==> config.mk <==
export PLATFORM = sky130hd
export DESIGN_NAME = controlador_elevador
export DESIGN_NICKNAME = d
export VERILOG_FILES = /design/src/rtl/controlador_elevador.sv
export SDC_FILE = /design/constraint.sdc
export NUM_CORES = 1
export LEC_CHECK = 0
export CORE_MARGIN = 2
export CORE_UTILIZATION = 49
export CTS_BUF_LIST = sky130_fd_sc_hd__clkbuf_16
export CTS_CLUSTER_DIAMETER = 100
export DETAILED_ROUTE_END_ITERATION = 6
export PLACE_DENSITY = 0.8
export REMOVE_ABC_BUFFERS = 1
export SETUP_SLACK_MARGIN = 0.15
export SLEW_MARGIN = 0
export SYNTH_ARGS = -nofsm -noshare
export SYNTH_HDL_FRONTEND = slang
export SYNTH_SLANG_ARGS = --single-unit
==> constraint.sdc <==
create_clock -name clock -period 2.6 [get_ports clock]
set_input_delay 0.39 -clock clock [delete_from_list [all_inputs] [get_ports clock]]
set_output_delay 0.39 -clock clock [all_outputs]
set_load 0.01 [all_outputs]
==> src/rtl/controlador_elevador.sv <==
// rtl/controlador_elevador.sv - SCAN elevator scheduler: call latching, travel/door timing, motor and door drive
// Optional EMERGENCIA_EN adds the emergencia input and the EMERG state (estado widens to 3 bits).
module controlador_elevador #(
    parameter int N_ANDARES = 4,
    parameter int T_VIAGEM  = 4,
    parameter int T_PORTA   = 8
) (
    input  logic                         clock,
    input  logic                         reset,
    input  logic [N_ANDARES-1:0]         chamadas,
`ifdef EMERGENCIA_EN
    input  logic                         emergencia,
    output logic [2:0]                   estado,
`else
    output logic [1:0]                   estado,
`endif
    output logic [$clog2(N_ANDARES)-1:0] andar_atual,
    output logic                         motor_sobe,
    output logic                         motor_desce,
    output logic                         porta_aberta,
    output logic [N_ANDARES-1:0]         pendentes
);

    localparam int AW   = $clog2(N_ANDARES);
    localparam int TMAX = (T_VIAGEM > T_PORTA) ? T_VIAGEM : T_PORTA;
    localparam int TW   = (TMAX > 1) ? $clog2(TMAX) : 1;
`ifdef EMERGENCIA_EN
    localparam int EW = 3;
    localparam logic [EW-1:0] EMERG = 3'd4;
`else
    localparam int EW = 2;
`endif
    localparam logic [EW-1:0] PARADO   = EW'(0);
    localparam logic [EW-1:0] SUBINDO  = EW'(1);
    localparam logic [EW-1:0] DESCENDO = EW'(2);
    localparam logic [EW-1:0] PORTA    = EW'(3);

    localparam logic [TW-1:0] RECARGA_VIAGEM = TW'(T_VIAGEM - 1);
    localparam logic [TW-1:0] RECARGA_PORTA  = TW'(T_PORTA - 1);
    localparam logic [N_ANDARES-1:0] UM      = N_ANDARES'(1);

    logic [TW-1:0]        timer, timer_n;
    logic                 dir, dir_n;          // 1 = up
    logic [EW-1:0]        estado_n;
    logic [AW-1:0]        andar_n, nf;
    logic [N_ANDARES-1:0] p, limpa, pend_n;
    logic                 acima, abaixo;

    function automatic logic algum_acima(input logic [N_ANDARES-1:0] m, input logic [AW-1:0] f);
        algum_acima = 1'b0;
        for (int i = 0; i < N_ANDARES; i++)
            if (i > int'(f) && m[i]) algum_acima = 1'b1;
    endfunction

    function automatic logic algum_abaixo(input logic [N_ANDARES-1:0] m, input logic [AW-1:0] f);
        algum_abaixo = 1'b0;
        for (int i = 0; i < N_ANDARES; i++)
            if (i < int'(f) && m[i]) algum_abaixo = 1'b1;
    endfunction

    // Decisions look at latched and incoming calls together so same-cycle calls are honoured.
    always_comb begin
        p        = pendentes | chamadas;
        acima    = algum_acima(p, andar_atual);
        abaixo   = algum_abaixo(p, andar_atual);
        nf       = (estado == SUBINDO) ? andar_atual + 1'b1 : andar_atual - 1'b1;
        estado_n = estado;
        andar_n  = andar_atual;
        timer_n  = timer;
        dir_n    = dir;
        limpa    = '0;

        case (estado)
            PARADO: begin
                if (p[andar_atual]) begin
                    estado_n = PORTA;
                    limpa    = UM << andar_atual;
                    timer_n  = RECARGA_PORTA;
                end else if (acima && abaixo) begin
                    estado_n = dir ? SUBINDO : DESCENDO;
                    timer_n  = RECARGA_VIAGEM;
                end else if (acima) begin
                    estado_n = SUBINDO;
                    dir_n    = 1'b1;
                    timer_n  = RECARGA_VIAGEM;
                end else if (abaixo) begin
                    estado_n = DESCENDO;
                    dir_n    = 1'b0;
                    timer_n  = RECARGA_VIAGEM;
                end
            end
            SUBINDO, DESCENDO: begin
                if (timer == '0) begin
                    andar_n = nf;
                    if (p[nf]) begin
                        estado_n = PORTA;
                        limpa    = UM << nf;
                        timer_n  = RECARGA_PORTA;
                    end else if ((estado == SUBINDO) ? algum_acima(p, nf) : algum_abaixo(p, nf)) begin
                        timer_n = RECARGA_VIAGEM;
                    end else begin
                        estado_n = PARADO;
                    end
                end else begin
                    timer_n = timer - 1'b1;
                end
            end
            PORTA: begin
                // A press on the open floor is swallowed but keeps the door open longer.
                limpa = UM << andar_atual;
                if (chamadas[andar_atual])
                    timer_n = RECARGA_PORTA;
                else if (timer == '0)
                    estado_n = PARADO;
                else
                    timer_n = timer - 1'b1;
            end
            default: estado_n = PARADO;
        endcase

        pend_n = p & ~limpa;

`ifdef EMERGENCIA_EN
        if (emergencia) begin
            estado_n = EMERG;
            andar_n  = andar_atual;
            timer_n  = '0;
            dir_n    = dir;
            pend_n   = '0;
        end else if (estado == EMERG) begin
            estado_n = PARADO;
            andar_n  = andar_atual;
            timer_n  = '0;
            dir_n    = dir;
            pend_n   = '0;
        end
`endif
    end

    always_ff @(posedge clock or negedge reset) begin
        if (!reset) begin
            estado       <= PARADO;
            andar_atual  <= '0;
            pendentes    <= '0;
            timer        <= '0;
            dir          <= 1'b1;
            motor_sobe   <= 1'b0;
            motor_desce  <= 1'b0;
            porta_aberta <= 1'b0;
        end else begin
            estado       <= estado_n;
            andar_atual  <= andar_n;
            pendentes    <= pend_n;
            timer        <= timer_n;
            dir          <= dir_n;
            motor_sobe   <= (estado_n == SUBINDO);
            motor_desce  <= (estado_n == DESCENDO);
            porta_aberta <= (estado_n == PORTA);
        end
    end

endmodule

==> summary.md <==
| Metric | Value |
|---|---|
| Detailed Place HPWL | `roughly 2.4 mm` |
| Final Instance Count excl. Fillers | `approximately 180` |
| First-pass GRT wire length | `5.20 mm` |
| Net Sw Frac | `0.447` |
| Multi-input gate area | `827 µm²` |
| Initial core utilization | `0.512` |
| WL per Instance | `between 15 and 20 µm` |
| # DRC | `0` |
| Leak Pwr | `0.657 nW` |
| Gate Count Post-Synth | `roughly 130` |
| Die ar. | `0.00296 mm²` |
| Combinational power share | `0.682` |
| Fin Hold WS | `0.514 ns` |
| Crit path kind | `in2reg` |
| Max-Slew Margin vs Limit | `0.504` |
| Largest net degree at the start of global routing | `16` |
| Post-synthesis cell type count | `46` |
| FP Rows | `18` |
| GP Congestion | `slightly above 0.9` |
| Critical path peak fanout | `6` |
| Clock power frac | `0.132` |
| Worst EP arrival | `2.42 ns` |
| Initial antenna violation count | `0` |
| Flop pwr share | `0.187` |
| Final Hold Vio Count | `0` |
| CP bufs+invs | `2` |
| Initial DRC Count | `97` |
| Vias in the first global route | `1074` |
| Fmax | `432 MHz` |
| Longest Clk Path Bufs | `2` |
| Antenna-violating nets left | `0` |
| Clock Latency Late Sink | `0.25 ns` |
| GRT overflow | `0` |
| Setup Skew | `0.00133 ns` |
| CTS root buffer | `clkbuf_16` |
| Vias | `1173` |
| Setup crit end kind | `flop` |
| Delay-heaviest family, CP | `buffers and inverters` |
| CP cell instances | `clkdlybuf4s50_1 > nor2_1 > mux4_2 > a21oi_1 > buf_4 > a221oi_1` |
| Yosys Warn Count | `0` |
| IO Port Bufs | `16` |
| Die Y | `54.4 µm` |
| Largest stage delay, worst path | `0.50 ns` |
| Cell area after synthesis | `0.00125 mm²` |
| Period utilisation layout | `0.889` |
| Area Growth Syn to Fin | `27.4%` |
| Total power | `2.35 mW` |
| Placed insts | `179` |
| Nets | `between 150 and 200` |
| Via/cell ratio | `6.38` |
| EDFF count, synth | `0` |
| Slew @ Worst Pin | `about 0.74 ns` |
| Critical path data required time | `2.71 ns` |
| H-tree depth | `1` |
| Net switching power | `1.05 mW` |
| Total CTS buffers | `3` |
| CORE AREA | `between 0.002 and 0.0025 mm²` |
| Number of synthesized register bits | `15` |
| TritonCTS clock tree | `built` |
| IO Pins | `17` |
| GR Util All Layers | `0.252` |
| Hold crit path type | `reg2reg` |
| Total Wirelength | `3.35 mm` |
| # fillers | `184` |
| Chip width | `54.4 µm` |
| Post-synthesis sequential area ratio | `0.302` |
| Reg clk slew, reported paths | `0.05 ns` |
| Primary FF master, synth | `dfrtp_1` |
| Peak VDD IR | `0.910 mV` |
| Setup crit start kind | `primary input` |
| RSZ-0062 raised after global routing | `false` |
| Final min period | `between 2 and 2.5 ns` |
| Synth Area per Inst | `9.81 µm²` |
| Setup violators final | `0` |
| Worst path slowest cell | `clkdlybuf4s50_1` |
| DRT Pass-1 Iters | `4` |
| Pwr Density | `1480 mW/mm²` |
| Status | `finished clean` |
| Final Slew Violations | `0` |
| Max-cap violations | `0` |
| TritonCTS sink count | `15` |
| Internal power | `between 1 and 1.5 mW` |
| Seq. cell area | `~380 µm²` |
| Share of cells above drive strength 1 | `0.201` |
| Antenna Diode Count | `0` |
| Async set-or-reset flop fraction in the synthesized netlist | `1.00` |
==> cells in the final DEF, fill, tap and decap left out, drive strengths merged, types with 2 or more instances in the layout <==
master / synthesis / routed
clkdlybuf4s50: 0 / 16
nor3: 6 / 6
a221oi: 4 / 4
a2111o: 2 / 2
dfrtp: 14 / 14
buf: 1 / 10
nor2: 12 / 12
o2111ai: 2 / 2
o211ai: 2 / 2
nand2: 6 / 6
inv: 8 / 8
nor3b: 3 / 3
o21bai: 4 / 4
o32a: 2 / 2
xor2: 2 / 2
a41oi: 2 / 2
o21ai: 12 / 12
a32oi: 2 / 2
mux4: 3 / 3
ha: 12 / 12
a21oi: 5 / 5
xnor2: 2 / 2
clkbuf: 2 / 3
mux2: 2 / 2
==> repair_timing <==
| action | in CTS | in global routing |
|---|---|---|
| endpoints found under the setup margin | 2 | 6 |
| gates resized for setup | 0 | 5 |
| setup buffers | 0 | 1 |
| hold buffers | 0 | 0 |
| pin swaps | 1 | 0 |
==> state kept, by name (all words and copies together) (netlist names) <==
register and count:
porta_aberta 1, andar_atual 2, estado 2, pendentes 4
motor_sobe 1, motor_desce 1, timer 3, dir 1
==> per-layer routing <==
metal / vias up / wire length, µm / track usage
met5: - / 0 / 0
met4: 0 / 56 / 0.117
met3: 7 / 260 / 0.0464
met2: 53 / 1540 / 0.382
met1: 569 / 1500 / 0.345
li1: 544 / - / -
==> power groups by stage <==
stage                     logic (mW)  registers (mW)  clock network [mW]
final                           1.60           0.440               0.310
after global routing            1.75           0.458               0.323
after CTS                       1.50           0.435               0.309
after detailed placement        1.48           0.439                   0
after global placement          1.45           0.433                   0
after floorplan                0.924           0.491                   0
==> Yosys cell counts (all sizes together) (3+ instances only) <==
cell     n  share of area
ha      12           0.12
dfrtp   14           0.28
o21bai   4          0.024
o21ai   12          0.051
a221oi   4          0.028
nor3     6          0.024
mux4     3          0.054
nor3b    3          0.018
a21oi    5          0.020
inv      8          0.024
nor2    12          0.036
nand2    6          0.018
==> cell families (layout without fill, tap and decap cells) <==
group,after synthesis,in the layout,share of synthesized area
XOR/XNOR,4,4,0.0341
AO/OA/AOI/OAI,45,45,0.274
buffers and inverters,11,38,0.0472
flip-flops,15,15,0.302
multiplexers,6,6,0.0803
adder cells (fa/ha/maj),12,12,0.120
AND/OR/NAND/NOR,34,34,0.142
==> stage by stage <==
stage / TNS (ns) / utilization / instance area (µm²) / setup WS [ns]
after floorplan: -0.00864 / - / 1220 / -0.00864
after global placement: 0 / 0.610 / 1480 / 0.212
after detailed placement: 0 / 0.610 / 1480 / 0.161
after CTS: 0 / 0.642 / 1560 / 0.156
after global routing: 0 / 0.653 / 1590 / 0.158
final: 0 / 0.653 / 1590 / 0.287
==> worst register-to-register path: cells and delay by family (launching register included) <==
kind | cells | cell delay [ns]
AOI/OAI and AO/OA | 3 | 0.81
xor gates and xnor gates | 1 | 0.17
adders and majority gates | 1 | 0.33
buffers and inverters | 2 | 0.25
DFF | 1 | 0.41
and+or+nand+nor | 1 | 0.19
==> worst paths after layout <==
kind                                            start  slack (ns)                          to  depth (start not counted)
max                                       chamadas[1]        0.29      pendentes[1]$_DFF_PN0_                          6
min                              timer[1]$_DFFE_PN0P_        0.51        timer[1]$_DFFE_PN0P_                          1
max reg2reg                andar_atual[1]$_DFFE_PN0P_        0.31       motor_desce$_DFF_PN0_                          8
min reg2reg                      timer[1]$_DFFE_PN0P_        0.51        timer[1]$_DFFE_PN0P_                          1
max in group asynchronous                       reset        1.51  andar_atual[1]$_DFFE_PN0P_                          1
min in group asynchronous                       reset        0.58      pendentes[2]$_DFF_PN0_                          1
==> cell type report <==
| class | instances | share of cell area |
|---|---|---|
| clock buffers | 3 | 0.0473 |
| clock inverters | 1 | 0.00315 |
| inverters | 8 | 0.0189 |
| multi-input cells | 101 | 0.521 |
| flip-flops and latches | 15 | 0.238 |
| well taps | 30 | 0.0236 |
| repair buffers | 26 | 0.148 |
Note: power is estimated with default switching activity, not from simulation.
==> RTL edit 1: new RTL, same settings <==
The option `EMERGENCIA_EN` is turned on by a define.
--- a/src/rtl/controlador_elevador.sv
+++ b/src/rtl/controlador_elevador.sv
@@ -1,4 +1,6 @@
 // rtl/controlador_elevador.sv - SCAN elevator scheduler: call latching, travel/door timing, motor and door drive
 // Optional EMERGENCIA_EN adds the emergencia input and the EMERG state (estado widens to 3 bits).
+`define EMERGENCIA_EN
+
 module controlador_elevador #(
     parameter int N_ANDARES = 4,
Ports: changed (added emergencia; resized estado); port bits go from 17 to 19. No check against the original RTL was run, so the function may have changed too.
==> RTL edit 1 against the original RTL <==
Utilization fell by 1.7 points. Critical path depth rose by 1. Clock skew rose by 1.7 ps. Non-clock buffer count rose by 4. Design area rose by 7.6%. Area after synthesis rose by 9.1%. Sequential cell count rose by 1. Routed wire length rose by 12%. Sequential power fell by 15%. Clock power barely moved. Worst setup slack got worse by 20 ps. Total power fell by 27%. Critical endpoint is now timer[0]. Largest power group unchanged.
==> RTL edit 1: results <==
set metrics [dict create \
    cts_root_buffer "clkbuf_16" \
    dpl_cell_area_um2 1630 \
    dp_hpwl_um 2920 \
    reg.largest.list "pendentes x4, estado x3, timer x3" \
    clkTransAtPathRegs_ps 50 \
    antenna_cells 0 \
    wire_per_inst_um 17.4 \
    fin_nets 200 \
    irDropWorstVdd_mv 0.736 \
    gp_congestion 0.946 \
    post_cts_buffers 0 \
    holdCritPathClass "flop to flop" \
    port_buffers 18 \
    synth_flop_cell "dfrtp_1" \
    fillers 227 \
    synth_seq_area_share_pct 29.5 \
    p_leak_nw 0.719 \
    htree_levels 1 \
    synth_common_cells "nor2_1 (16), dfrtp_1 (15), a21oi_1 (13)" \
    syn2layout_area_growth_pct 25.7 \
    grt_max_degree 21 \
    drtIter0Drc 49 \
    clkLatencyLatePin_ps 250 \
    track_usage_pct 25.2 \
    vias_per_cell 6.34 \
    ys_warn_count 0 \
    syn_area_per_cell_um2 8.50 \
    cts-resized-gates 0 \
    outcome "finished, final reports clean" \
    antenna_found_initial 0 \
    dr.pass1.iters 4 \
    path_delay_family "multiplexers" \
    place_ws_ps 45.2 \
    slowest_stage "mux4_2" \
    skew_ps 3.07 \
    cp_max_fo 5 \
    critical_path_arrival_ps 2460 \
    clock_path_buffers 2 \
    relSlewSlack_pct 48.7 \
    critical-path-max-stage-delay_ps 550 \
    cts_buffers 3 \
    placed_cells 212 \
    grt_first_pass_wirelength_um 6380 \
    async_flop_share_pct 100 \
    drive_gt1_share_pct 14.6 \
    via_count 1370 \
    synth_area_leaders "dfrtp_1 (28%), ha_1 (6.4%), a21oi_1 (4.8%), nor2_1 (4.4%), mux2_4 (3.3%)" \
    yosys.cell_types.count 47 \
]
## RTL edit 1: cell types whose count changed after synthesis, sizes merged, moves of 4 or more
cell | unedited run | this run
o21ai | 12 | 7
clkbuf | 2 | 6
a221oi | 4 | 0
or2 | 1 | 8
nand3 | 0 | 4
ha | 12 | 7
nand2b | 0 | 4
nor2 | 12 | 16
a21oi | 5 | 13
## RTL edit 1: final timing paths
check,start,to,slack [ps],depth (start not counted)
min in group asynchronous,reset,pendentes[2],590,1
setup / recovery,chamadas[1],timer[0],270,7
max in group asynchronous,reset,porta_aberta,1530,1
hold / removal,timer[1],timer[1],530,1
hold reg to reg,timer[1],timer[1],530,1
setup reg to reg,andar_atual[0],timer[2],310,7
## RTL edit 1: cell families (layout without fill, tap and decap cells)
logic type | count (synthesis) | in the layout | share of synthesized area, %
mux | 9 | 9 | 8.74
simple gates | 67 | 67 | 27.1
xor+xnor | 3 | 3 | 1.93
flops | 16 | 16 | 29.5
buf+inv | 15 | 40 | 4.51
compound gates | 43 | 43 | 21.7
fa+ha+maj | 7 | 7 | 6.44
## RTL edit 1: report_power, final
part	internal, mW	leakage (nW)	switching, mW
combinational	0.475	0.476	0.565
sequential	0.309	0.205	0.0642
clock	0.205	0.0385	0.105
## RTL edit 1: per-layer routing
layer	track usage, %	vias to the layer above	part of all wire (%)
met2	40.2	56	48
met4	10.2	0	2.8
met3	4.15	13	5.8
met5	0	-	0
li1	-	641	-
met1	33.7	660	43
## RTL edit 1: layout make-up
| type | instances | area share, % |
|---|---|---|
| clock buffers | 3 | 4.39 |
| clock inverters | 1 | 0.220 |
| inverters | 6 | 1.32 |
| multi-input cells | 129 | 52.5 |
| flip-flops and latches | 16 | 23.5 |
| well taps | 31 | 2.27 |
| repair buffers | 30 | 15.8 |
==> RTL edit 2: new RTL, same flow settings <==
Made on the original files. Remove the register `motor_sobe`: a continuous assignment takes its place, so the output `motor_sobe` follows one clock earlier.
--- a/src/rtl/controlador_elevador.sv
+++ b/src/rtl/controlador_elevador.sv
@@ -145,5 +145,4 @@
             timer        <= '0;
             dir          <= 1'b1;
-            motor_sobe   <= 1'b0;
             motor_desce  <= 1'b0;
             porta_aberta <= 1'b0;
@@ -154,5 +153,4 @@
             timer        <= timer_n;
             dir          <= dir_n;
-            motor_sobe   <= (estado_n == SUBINDO);
             motor_desce  <= (estado_n == DESCENDO);
             porta_aberta <= (estado_n == PORTA);
@@ -160,4 +158,6 @@
     end
 
+    assign motor_sobe = (estado_n == SUBINDO);
+
 endmodule
 
Formal check against the unedited RTL: not equivalent (Yosys sat finds a counterexample within 4 cycles, from zero or initial values and one cycle with reset low).
==> RTL edit 2 against the original RTL <==
The run now ends with negative setup slack left. Hold slack gained 35 ps. Routed wire length grew 7.5%. Area after synthesis down 12%. Die area is 11% lower. Combinational power grew 29%. Design area is 8.0% higher. Sequential cell count is 1 lower. Total power grew 17%. Clock power decreased by 5%. Clock skew increased by 3.2 ps. Worst setup slack lost 350 ps.
==> RTL edit 2: results <==
set metrics [dict create \
    outcome "finished with violations" \
    violations "negative setup slack" \
    path_delay_family "buffers and inverters" \
    placed_cells 186 \
    grt_pass1_vias 1210 \
    grt_max_degree 15 \
    skew_ps 4.57 \
    worstMarginPinSlew_ps 673 \
    routed_wl_um 3600 \
    critical_path_arrival_ps 2280 \
    slowest_stage "mux4_2" \
    setup_viol 1 \
    synth_common_cells "dfrtp_1 (13), ha_1 (12), nor2_1 (10), o21ai_0 (10)" \
    p_leak_nw 0.759 \
    drtIter0Drc 47 \
    yosys.cell_types.count 38 \
    synth_seq_area_share_pct 32.1 \
    dr.pass1.iters 4 \
    cts_buffers 3 \
    critical-path-max-stage-delay_ps 520 \
    grt_first_pass_wirelength_um 5540 \
    track_usage_pct 29.9 \
    synth_flop_cell "dfrtp_1" \
    syn_inst 113 \
    clkTransAtPathRegs_ps 50 \
    setup_ws_ps -67.6 \
    cp_max_fo 2 \
    wire_per_inst_um 18.4 \
    gp_congestion 0.978 \
    vias_per_cell 5.85 \
    antenna_cells 0 \
    irDropWorstVdd_mv 0.941 \
    clock_path_buffers 2 \
    fillers 148 \
    synth_area_leaders "dfrtp_1 (30%), ha_1 (14%), o21ai_0 (4.6%), mux4_2 (4.1%), a221oi_1 (4.0%)" \
    dp_hpwl_um 2460 \
    drive_gt1_share_pct 39.9 \
    async_flop_share_pct 100 \
]
==> RTL edit 2: where the power goes <==
| group | total (mW) | leakage [nW] | switching (mW) | internal, mW |
|---|---|---|---|---|
| registers | 0.386 | 0.158 | 0.0655 | 0.321 |
| logic | 2.07 | 0.563 | 0.989 | 1.08 |
| clock network | 0.293 | 0.0385 | 0.0899 | 0.204 |
| total | 2.75 | 0.759 | 1.14 | 1.60 |
==> RTL edit 2: cell type report <==
type / instances / area, um^2 / area share, %
tap: 28 / 35.0 / 2.04
clock buffer: 3 / 75.1 / 4.38
timing repair buffer: 53 / 437 / 25.5
multi-input combinational: 89 / 782 / 45.6
sequential: 14 / 352 / 20.5
clock inverter: 1 / 3.75 / 0.219
inverter: 8 / 30.0 / 1.75
==> RTL edit 2: path summary, 6_finish.rpt <==
path	from	end	slack [ps]	cells after the start
worst max-delay path	chamadas[0]	motor_sobe	-70	8
worst min-delay path	timer[1]	timer[1]	550	2
worst max register to register	andar_atual[1]	timer[0]	260	10
worst min register to register	timer[1]	timer[1]	550	2
max in group asynchronous	reset	porta_aberta	1610	1
min in group asynchronous	reset	timer[2]	560	1
==> RTL edit 2: kinds of logic after synthesis <==
family	synth area share, %
buffers and inverters	4.11
xor gates and xnor gates	3.20
DFF	32.1
and+or+nand+nor	13.6
AOI/OAI and AO/OA	23.9
adders and majority gates	13.7
muxes	9.37
==> RTL edit 2: per-stage QoR <==
stage / cell area, um^2 / setup WS (ps) / setup TNS (ps) / util, %
after floorplan: 1080 / -47.3 / -47.3 / -
after global placement: 1510 / -557 / -557 / 69.5
after detailed placement: 1510 / -580 / -580 / 69.5
after CTS: 1680 / -20.0 / -20.0 / 77.5
after global routing: 1710 / -150 / -150 / 79.0
final: 1710 / -67.6 / -67.6 / 79.0
==> RTL edit 2: worst reg2reg max path: cells and delay by family, from the launching register on <==
| kind | cells | cell delay, ps |
|---|---|---|
| flops | 1 | 380 |
| compound gates | 2 | 320 |
| buf+inv | 4 | 550 |
| mux | 2 | 590 |
| fa+ha+maj | 1 | 220 |
| xor+xnor | 1 | 170 |
==> RTL edit 2: repair_timing <==
action / in CTS / in global routing
resized for setup: 28 / 6
buffers inserted: 5 / 1
hold endpoints to repair: 0 / 0
pin swaps: 8 / 1
setup endpoints to repair: 1 / 2
==> RTL edit 2: routing by layer <==
| metal | vias to the layer above | track usage, % | part of all wire, % |
|---|---|---|---|
| met4 | 0 | 21.1 | 4.4 |
| met2 | 43 | 50.6 | 51 |
| met3 | 14 | 4.97 | 3.9 |
| li1 | 529 | - | - |
| met1 | 560 | 34.0 | 40 |
| met5 | - | 0 | 0 |
